**src/rtl/gpio_in_pkg.sv**
```systemverilog
// Shared constants and types for the GPIO input reader (register offsets, bus FSM states).
// Latency: n/a (package only).
// Backpressure: n/a. Build macro GPIO_IN_INVERT_EN widens the bus address for the INVERT register.
package gpio_in_pkg;

  // Byte offsets of the software-visible registers.
  localparam logic [4:0] REG_STATE  = 5'h00;
  localparam logic [4:0] REG_RISE   = 5'h04;
  localparam logic [4:0] REG_FALL   = 5'h08;
  localparam logic [4:0] REG_IRQ_EN = 5'h0C;
  localparam logic [4:0] REG_INVERT = 5'h10;

`ifdef GPIO_IN_INVERT_EN
  localparam int ADDR_W = 5;
`else
  localparam int ADDR_W = 4;
`endif

  // Bus handshake: one request is served, then one cycle of turnaround.
  typedef enum logic {
    IDLE = 1'b0,
    ACK  = 1'b1
  } bus_state_e;

  // Expand byte strobes into a 32-bit bit-enable mask.
  function automatic logic [31:0] strb_mask(input logic [3:0] strb);
    logic [31:0] m;
    for (int b = 0; b < 4; b++) begin
      m[8*b +: 8] = {8{strb[b]}};
    end
    return m;
  endfunction

endpackage

```
**src/rtl/gpio_debounce.sv**
```systemverilog
// One-bit synchroniser + debouncer: 2-flop sync, then a level commits after DEBOUNCE_CYCLES stable cycles.
// Latency: 2 + DEBOUNCE_CYCLES clk edges from the first edge that sees a new pin level.
// Backpressure: none; rise_o/fall_o are single-cycle pulses issued in the cycle before level_o updates.
module gpio_debounce
  import gpio_in_pkg::*;
#(
  parameter int DEBOUNCE_CYCLES = 50000
) (
  input  logic clk,
  input  logic rst,
  input  logic pin_i,
`ifdef GPIO_IN_INVERT_EN
  input  logic inv_i,
`endif
  output logic level_o,
  output logic rise_o,
  output logic fall_o
);

  localparam int CW = $clog2(DEBOUNCE_CYCLES);
  localparam logic [CW-1:0] CNT_LAST = CW'(DEBOUNCE_CYCLES - 1);

  logic          s1_q, s1_d;
  logic          s2_q, s2_d;
  logic          stable_q, stable_d;
  logic [CW-1:0] cnt_q, cnt_d;
  logic          lvl;

  // Sync chain shift, optional polarity flip, and stability counter.
  always_comb begin
    s1_d     = pin_i;
    s2_d     = s1_q;
    stable_d = stable_q;
    cnt_d    = cnt_q;
    rise_o   = 1'b0;
    fall_o   = 1'b0;
`ifdef GPIO_IN_INVERT_EN
    lvl      = s2_q ^ inv_i;
`else
    lvl      = s2_q;
`endif
    if (lvl == stable_q) begin
      // Any return to the committed level restarts the count, so glitches vanish.
      cnt_d = '0;
    end else if (cnt_q == CNT_LAST) begin
      stable_d = lvl;
      cnt_d    = '0;
      rise_o   = lvl;
      fall_o   = ~lvl;
    end else begin
      cnt_d = cnt_q + CW'(1);
    end
  end

  // State registers; the counter stops at CNT_LAST so it cannot wrap.
  always_ff @(posedge clk) begin
    if (rst) begin
      s1_q     <= 1'b0;
      s2_q     <= 1'b0;
      stable_q <= 1'b0;
      cnt_q    <= '0;
    end else begin
      s1_q     <= s1_d;
      s2_q     <= s2_d;
      stable_q <= stable_d;
      cnt_q    <= cnt_d;
    end
  end

  assign level_o = stable_q;

endmodule

```
**src/rtl/gpio_in_reader.sv**
```systemverilog
// Debounced GPIO input block: per-pin debounce, sticky RISE/FALL flags, IRQ enables, valid/ready register bus.
// Latency: request sampled at edge N -> mem_ready/mem_rdata valid for cycle N+1 only; irq lags flags by 1 cycle.
// Backpressure: one request per two cycles (IDLE/ACK); requests during ACK wait until IDLE. Macro GPIO_IN_INVERT_EN adds INVERT at 0x10.
module gpio_in_reader
  import gpio_in_pkg::*;
#(
  parameter int WIDTH           = 4,
  parameter int DEBOUNCE_CYCLES = 50000
) (
  input  logic              clk,
  input  logic              rst,
  input  logic [WIDTH-1:0]  pins_i,
  input  logic              mem_sel,
  input  logic              mem_valid,
  input  logic [ADDR_W-1:0] mem_addr,
  input  logic [31:0]       mem_wdata,
  input  logic [3:0]        mem_wstrb,
  output logic              mem_ready,
  output logic [31:0]       mem_rdata,
  output logic              irq
);

  logic [WIDTH-1:0] level;
  logic [WIDTH-1:0] rise_p;
  logic [WIDTH-1:0] fall_p;

  bus_state_e       state_q, state_d;
  logic             ready_q, ready_d;
  logic [31:0]      rdata_q, rdata_d;
  logic [WIDTH-1:0] rise_q, rise_d;
  logic [WIDTH-1:0] fall_q, fall_d;
  logic [WIDTH-1:0] irq_en_q, irq_en_d;
  logic             irq_q, irq_d;
`ifdef GPIO_IN_INVERT_EN
  logic [WIDTH-1:0] invert_q, invert_d;
`endif

  logic [4:0]       off;
  logic [31:0]      wmask32;
  logic [WIDTH-1:0] wmask;
  logic [WIDTH-1:0] wbits;
  logic [31:0]      rd_val;
  logic             unused_ok;

  // Address low bits and write-data bits above WIDTH carry no information here.
  assign unused_ok = ^{mem_addr, mem_wdata, wmask32};

  for (genvar i = 0; i < WIDTH; i++) begin : g_pin
    gpio_debounce #(
      .DEBOUNCE_CYCLES(DEBOUNCE_CYCLES)
    ) u_db (
      .clk     (clk),
      .rst     (rst),
      .pin_i   (pins_i[i]),
`ifdef GPIO_IN_INVERT_EN
      .inv_i   (invert_q[i]),
`endif
      .level_o (level[i]),
      .rise_o  (rise_p[i]),
      .fall_o  (fall_p[i])
    );
  end

  // Address decode, byte-lane masking and read mux over the current register values.
  always_comb begin
    off                  = '0;
    off[ADDR_W-1:2]      = mem_addr[ADDR_W-1:2];
    wmask32              = strb_mask(mem_wstrb);
    wmask                = wmask32[WIDTH-1:0];
    wbits                = mem_wdata[WIDTH-1:0] & wmask;
    rd_val               = '0;
    case (off)
      REG_STATE:  rd_val[WIDTH-1:0] = level;
      REG_RISE:   rd_val[WIDTH-1:0] = rise_q;
      REG_FALL:   rd_val[WIDTH-1:0] = fall_q;
      REG_IRQ_EN: rd_val[WIDTH-1:0] = irq_en_q;
`ifdef GPIO_IN_INVERT_EN
      REG_INVERT: rd_val[WIDTH-1:0] = invert_q;
`endif
      default:    rd_val = '0;
    endcase
  end

  // Bus FSM next state, register writes, and flag/irq updates; event set beats W1C clear.
  always_comb begin
    state_d  = state_q;
    ready_d  = 1'b0;
    rdata_d  = '0;
    rise_d   = rise_q | rise_p;
    fall_d   = fall_q | fall_p;
    irq_en_d = irq_en_q;
`ifdef GPIO_IN_INVERT_EN
    invert_d = invert_q;
`endif
    irq_d    = |((rise_q | fall_q) & irq_en_q);

    case (state_q)
      IDLE: begin
        if (mem_valid && mem_sel && !ready_q) begin
          state_d = ACK;
          ready_d = 1'b1;
          if (mem_wstrb != 4'b0000) begin
            case (off)
              REG_RISE:   rise_d   = (rise_q & ~wbits) | rise_p;
              REG_FALL:   fall_d   = (fall_q & ~wbits) | fall_p;
              REG_IRQ_EN: irq_en_d = (irq_en_q & ~wmask) | wbits;
`ifdef GPIO_IN_INVERT_EN
              REG_INVERT: invert_d = (invert_q & ~wmask) | wbits;
`endif
              default:    ;
            endcase
          end else begin
            rdata_d = rd_val;
          end
        end
      end
      ACK: begin
        state_d = IDLE;
      end
      default: begin
        state_d = IDLE;
      end
    endcase
  end

  // Register update with synchronous reset; reset also drops any in-flight acknowledge.
  always_ff @(posedge clk) begin
    if (rst) begin
      state_q  <= IDLE;
      ready_q  <= 1'b0;
      rdata_q  <= '0;
      rise_q   <= '0;
      fall_q   <= '0;
      irq_en_q <= '0;
      irq_q    <= 1'b0;
`ifdef GPIO_IN_INVERT_EN
      invert_q <= '0;
`endif
    end else begin
      state_q  <= state_d;
      ready_q  <= ready_d;
      rdata_q  <= rdata_d;
      rise_q   <= rise_d;
      fall_q   <= fall_d;
      irq_en_q <= irq_en_d;
      irq_q    <= irq_d;
`ifdef GPIO_IN_INVERT_EN
      invert_q <= invert_d;
`endif
    end
  end

  assign mem_ready = ready_q;
  assign mem_rdata = rdata_q;
  assign irq       = irq_q;

endmodule
```
**config.mk**
```make
export PLATFORM = sky130hd
export DESIGN_NAME = gpio_in_reader
export DESIGN_NICKNAME = d
export VERILOG_FILES = /design/src/rtl/gpio_in_pkg.sv /design/src/rtl/gpio_debounce.sv /design/src/rtl/gpio_in_reader.sv
export SDC_FILE = /design/constraint.sdc
export NUM_CORES = 1
export LEC_CHECK = 0
export ABC_AREA = 1
export BUFFER_PORTS_ARGS = -buffer_cell sky130_fd_sc_hd__buf_2
export CORE_AREA = 3 3 100 102
export CTS_CLUSTER_SIZE = 30
export DETAILED_ROUTE_END_ITERATION = 8
export DIE_AREA = 0 0 103 105
export HOLD_SLACK_MARGIN = 0.08
export PLACE_DENSITY = 0.86
export SLEW_MARGIN = 10
export SYNTH_ARGS = -nofsm -noshare
export SYNTH_HDL_FRONTEND = slang
export SYNTH_SLANG_ARGS = --single-unit
```
**constraint.sdc**
```tcl
create_clock -name clk -period 1.34 [get_ports clk]
set_clock_uncertainty 0.05 [all_clocks]
set_input_delay 0.134 -clock clk [delete_from_list [all_inputs] [get_ports clk]]
set_output_delay 0.134 -clock clk [all_outputs]
set_load 0.03 [all_outputs]
```
==> impl_metrics.tcl <==
set metrics [dict create \
    yosysSeqAreaShare_pct 41.5 \
    nets 787 \
    cp_max_fo 8 \
    rows 35 \
    min_path_type "in2reg" \
    placed_cells 806 \
    syn-instance-count 633 \
    synth_top_family_by_area "simple AND/OR/NAND/NOR gates" \
    io_buffers 23 \
    clk_latency_ns 0.38 \
    wl_per_cell_microns 15.8 \
    routed_via_density 5.54 \
    clockBufferDepth 2 \
    fin_util_pct 68.0 \
    muxShareOfSynthArea_pct 0 \
    area_delta_synth_final_pct 38.0 \
    synthDistinctLibCells 30 \
    ant_nets 0 \
    mostFrequentLayoutCells "nand2_1, dfxtp_1, inv_1" \
    coreArea_sq_um 9200 \
    drtIter0Drc 462 \
    start_util_pct 49.3 \
    max_cap_violations 0 \
    p_leak_nw 2.29 \
    cp.required_ns 1.60 \
    clk_transition_reported_paths_ns 0.10 \
    io_pins 82 \
    synthXorXnorAreaFrac_pct 4.83 \
    synth.area.top_cells "dfxtp_1, nand2_1, nor2_1, inv_1, nand3_1" \
    synth_compound_area_share_pct 8.14 \
    critPathMaxStageDelay_ns 0.37 \
    gp_congestion 0.899 \
    critPathArrivalTime_ns 1.77 \
    finalSetupViolations 73 \
    cp_cell_sequence "inv_1 > nor2_1 > nor2_1 > nor2_4 > nand2_8 > a21oi_2" \
    grt_pass1_wl_microns 17900 \
    grt_max_degree 17 \
    fin_cells 851 \
    yosysTopAreaCell "dfxtp_1" \
    worst_setup_path_end_kind "register" \
    die_h_microns 105 \
    synth_simple_gate_area_share_pct 31.3 \
    cts_sinks 94 \
    n_antenna_cell 0 \
    min_period_ns 1.51 \
    track_usage_pct 20.2 \
    worstSetupPathType "reg2reg" \
    grt.overflow.total 0 \
    startpoint_type "register" \
    vdd_ir_drop_max_v 0.000850 \
    synth_area_sq_um 4530 \
    num_vias 4717 \
    rsz0062_at_grt "yes" \
    violations "negative setup slack" \
    root_buffer "clkbuf_8" \
    antenna_found_initial 0 \
    tns_ns -5.53 \
    final-hold-violation-count 0 \
    drc 0 \
    mostFrequentLayoutCell "nand2_1" \
    synth_seq_cells 94 \
    dp_hpwl_microns 7340 \
    synth_fa_ha_area_share_pct 1.10 \
    synth_edf_count 0 \
    finalCritPeriodShare_pct 112 \
    detail_route.wirelength_microns 13400 \
    async_reset_ff_share_pct 0 \
    status "finished, violations left" \
    synth_warnings 0 \
    die_x_microns 103 \
    fmax_mhz 663 \
    cts_tree "built" \
    drive_gt1_share_pct 36.6 \
    powerDensity_nw_per_um2 876 \
    cts_inserted_buffers 9 \
    synth_ff_type "dfxtp_1" \
    htree_levels 3 \
    cp.buffers_inverters 1 \
    grt_pass1_vias 4154 \
    drtPass1Iterations 5 \
    dieArea_sq_um 10800 \
    final.setup.worst_slack_ns -0.167 \
    avgSynthCellArea_sq_um 7.16 \
    cp_top_family "simple AND/OR/NAND/NOR gates" \
    dpl_worst_slack_ns -0.0615 \
    finalMaxSlewViolations 0 \
    crit_top_cell "nor2_1" \
    synthDominantCellAreaShare_pct 41.5 \
    slowest_stage "dfxtp_1" \
]
power breakdown:
part           leakage (nW)  total, mW  switching [mW]  internal (mW)
registers             0.770       2.82          0.0134           2.81
logic                  1.41      0.357           0.255          0.102
clock network         0.112       2.30            1.06           1.24
sequential cells by signal (all words and copies together), names as in the netlist, named ones only:
signal and count:
mem_rdata 4, irq 1, g_pin.u_db.lvl 4, g_pin.u_db.s1_q 4
state_q 1, g_pin.u_db.cnt_q 64, g_pin.u_db.level_o 4, fall_q 4
rise_q 4
cell families (layout without fill, tap and decap cells):
kind of cell | after synthesis | count (layout)
AOI/OAI and AO/OA | 70 | 70
xor gates and xnor gates | 25 | 25
adders and majority gates | 4 | 4
buffers and inverters | 120 | 198
DFF | 94 | 94
other | 1 | 28
and+or+nand+nor | 319 | 321
cell type report:
| class | instances | area, sq um |
|---|---|---|
| Clock buffer | 9 | 124 |
| Timing Repair Buffer | 97 | 776 |
| Multi-Input combinational cell | 448 | 2860 |
| Sequential cell | 94 | 1910 |
| Clock inverter | 7 | 121 |
| Fill cell | 639 | 2940 |
| Inverter | 85 | 327 |
| Tap cell | 111 | 139 |
stage by stage:
stage          hold slack (ns)  area [sq um]  power (mW)
2_1_floorplan            0.191          4720        3.14
3_5_place_dp             0.294          5070        3.15
6_report                 0.172          6260        5.48
3_3_place_gp             0.295          5070        3.14
4_1_cts                  0.108          5610        5.42
5_1_grt                  0.129          6260        5.65
tightest hold or removal path, cell delays in order:
cell and delay (ns):
buf_2 0.16, buf_4 0.21, nor2_1 0.06
synth_stat cells (5+ instances only):
master / number
nand2_1: 106
nor2_1: 104
dfxtp_1: 94
inv_1: 84
nand3_1: 45
a21oi_1: 38
buf_4: 28
o21ai_0: 26
nand4_1: 23
nor3_1: 22
xor2_1: 21
nor2_2: 5
final timing paths:
kind	slack, ns	to	startpoint	depth (start not counted)
setup / recovery	-0.17	g_pin[3].u_db.cnt_q[13]$_SDFF_PP0_	g_pin[3].u_db.lvl$_SDFF_PP0_	6
setup reg to reg	-0.17	g_pin[3].u_db.cnt_q[13]$_SDFF_PP0_	g_pin[3].u_db.lvl$_SDFF_PP0_	6
hold / removal	0.17	g_pin[2].u_db.s1_q$_SDFF_PP0_	rst	3
hold reg to reg	0.38	g_pin[3].u_db.lvl$_SDFF_PP0_	g_pin[3].u_db.s1_q$_SDFF_PP0_	2
what timing repair did:
item | 4_1_cts | 5_1_grt
pin swaps | 13 | 33
buffers inserted | 6 | 7
hold buffers | 12 | 0
endpoints found under the setup margin | 72 | 84
resized for setup | 34 | 160
gates cloned | 2 | 2
endpoints found under the hold margin | 13 | 0
routing by layer:
metal  share of wire, %  up-vias  GRT usage, %
li1                   -     2183             -
met1                 38     2203          25.9
met2                 51      254          33.0
met3                7.1       77          3.87
met4                4.4        0          7.96
met5                  0        -             0
Power figures use the tool's default switching activity.
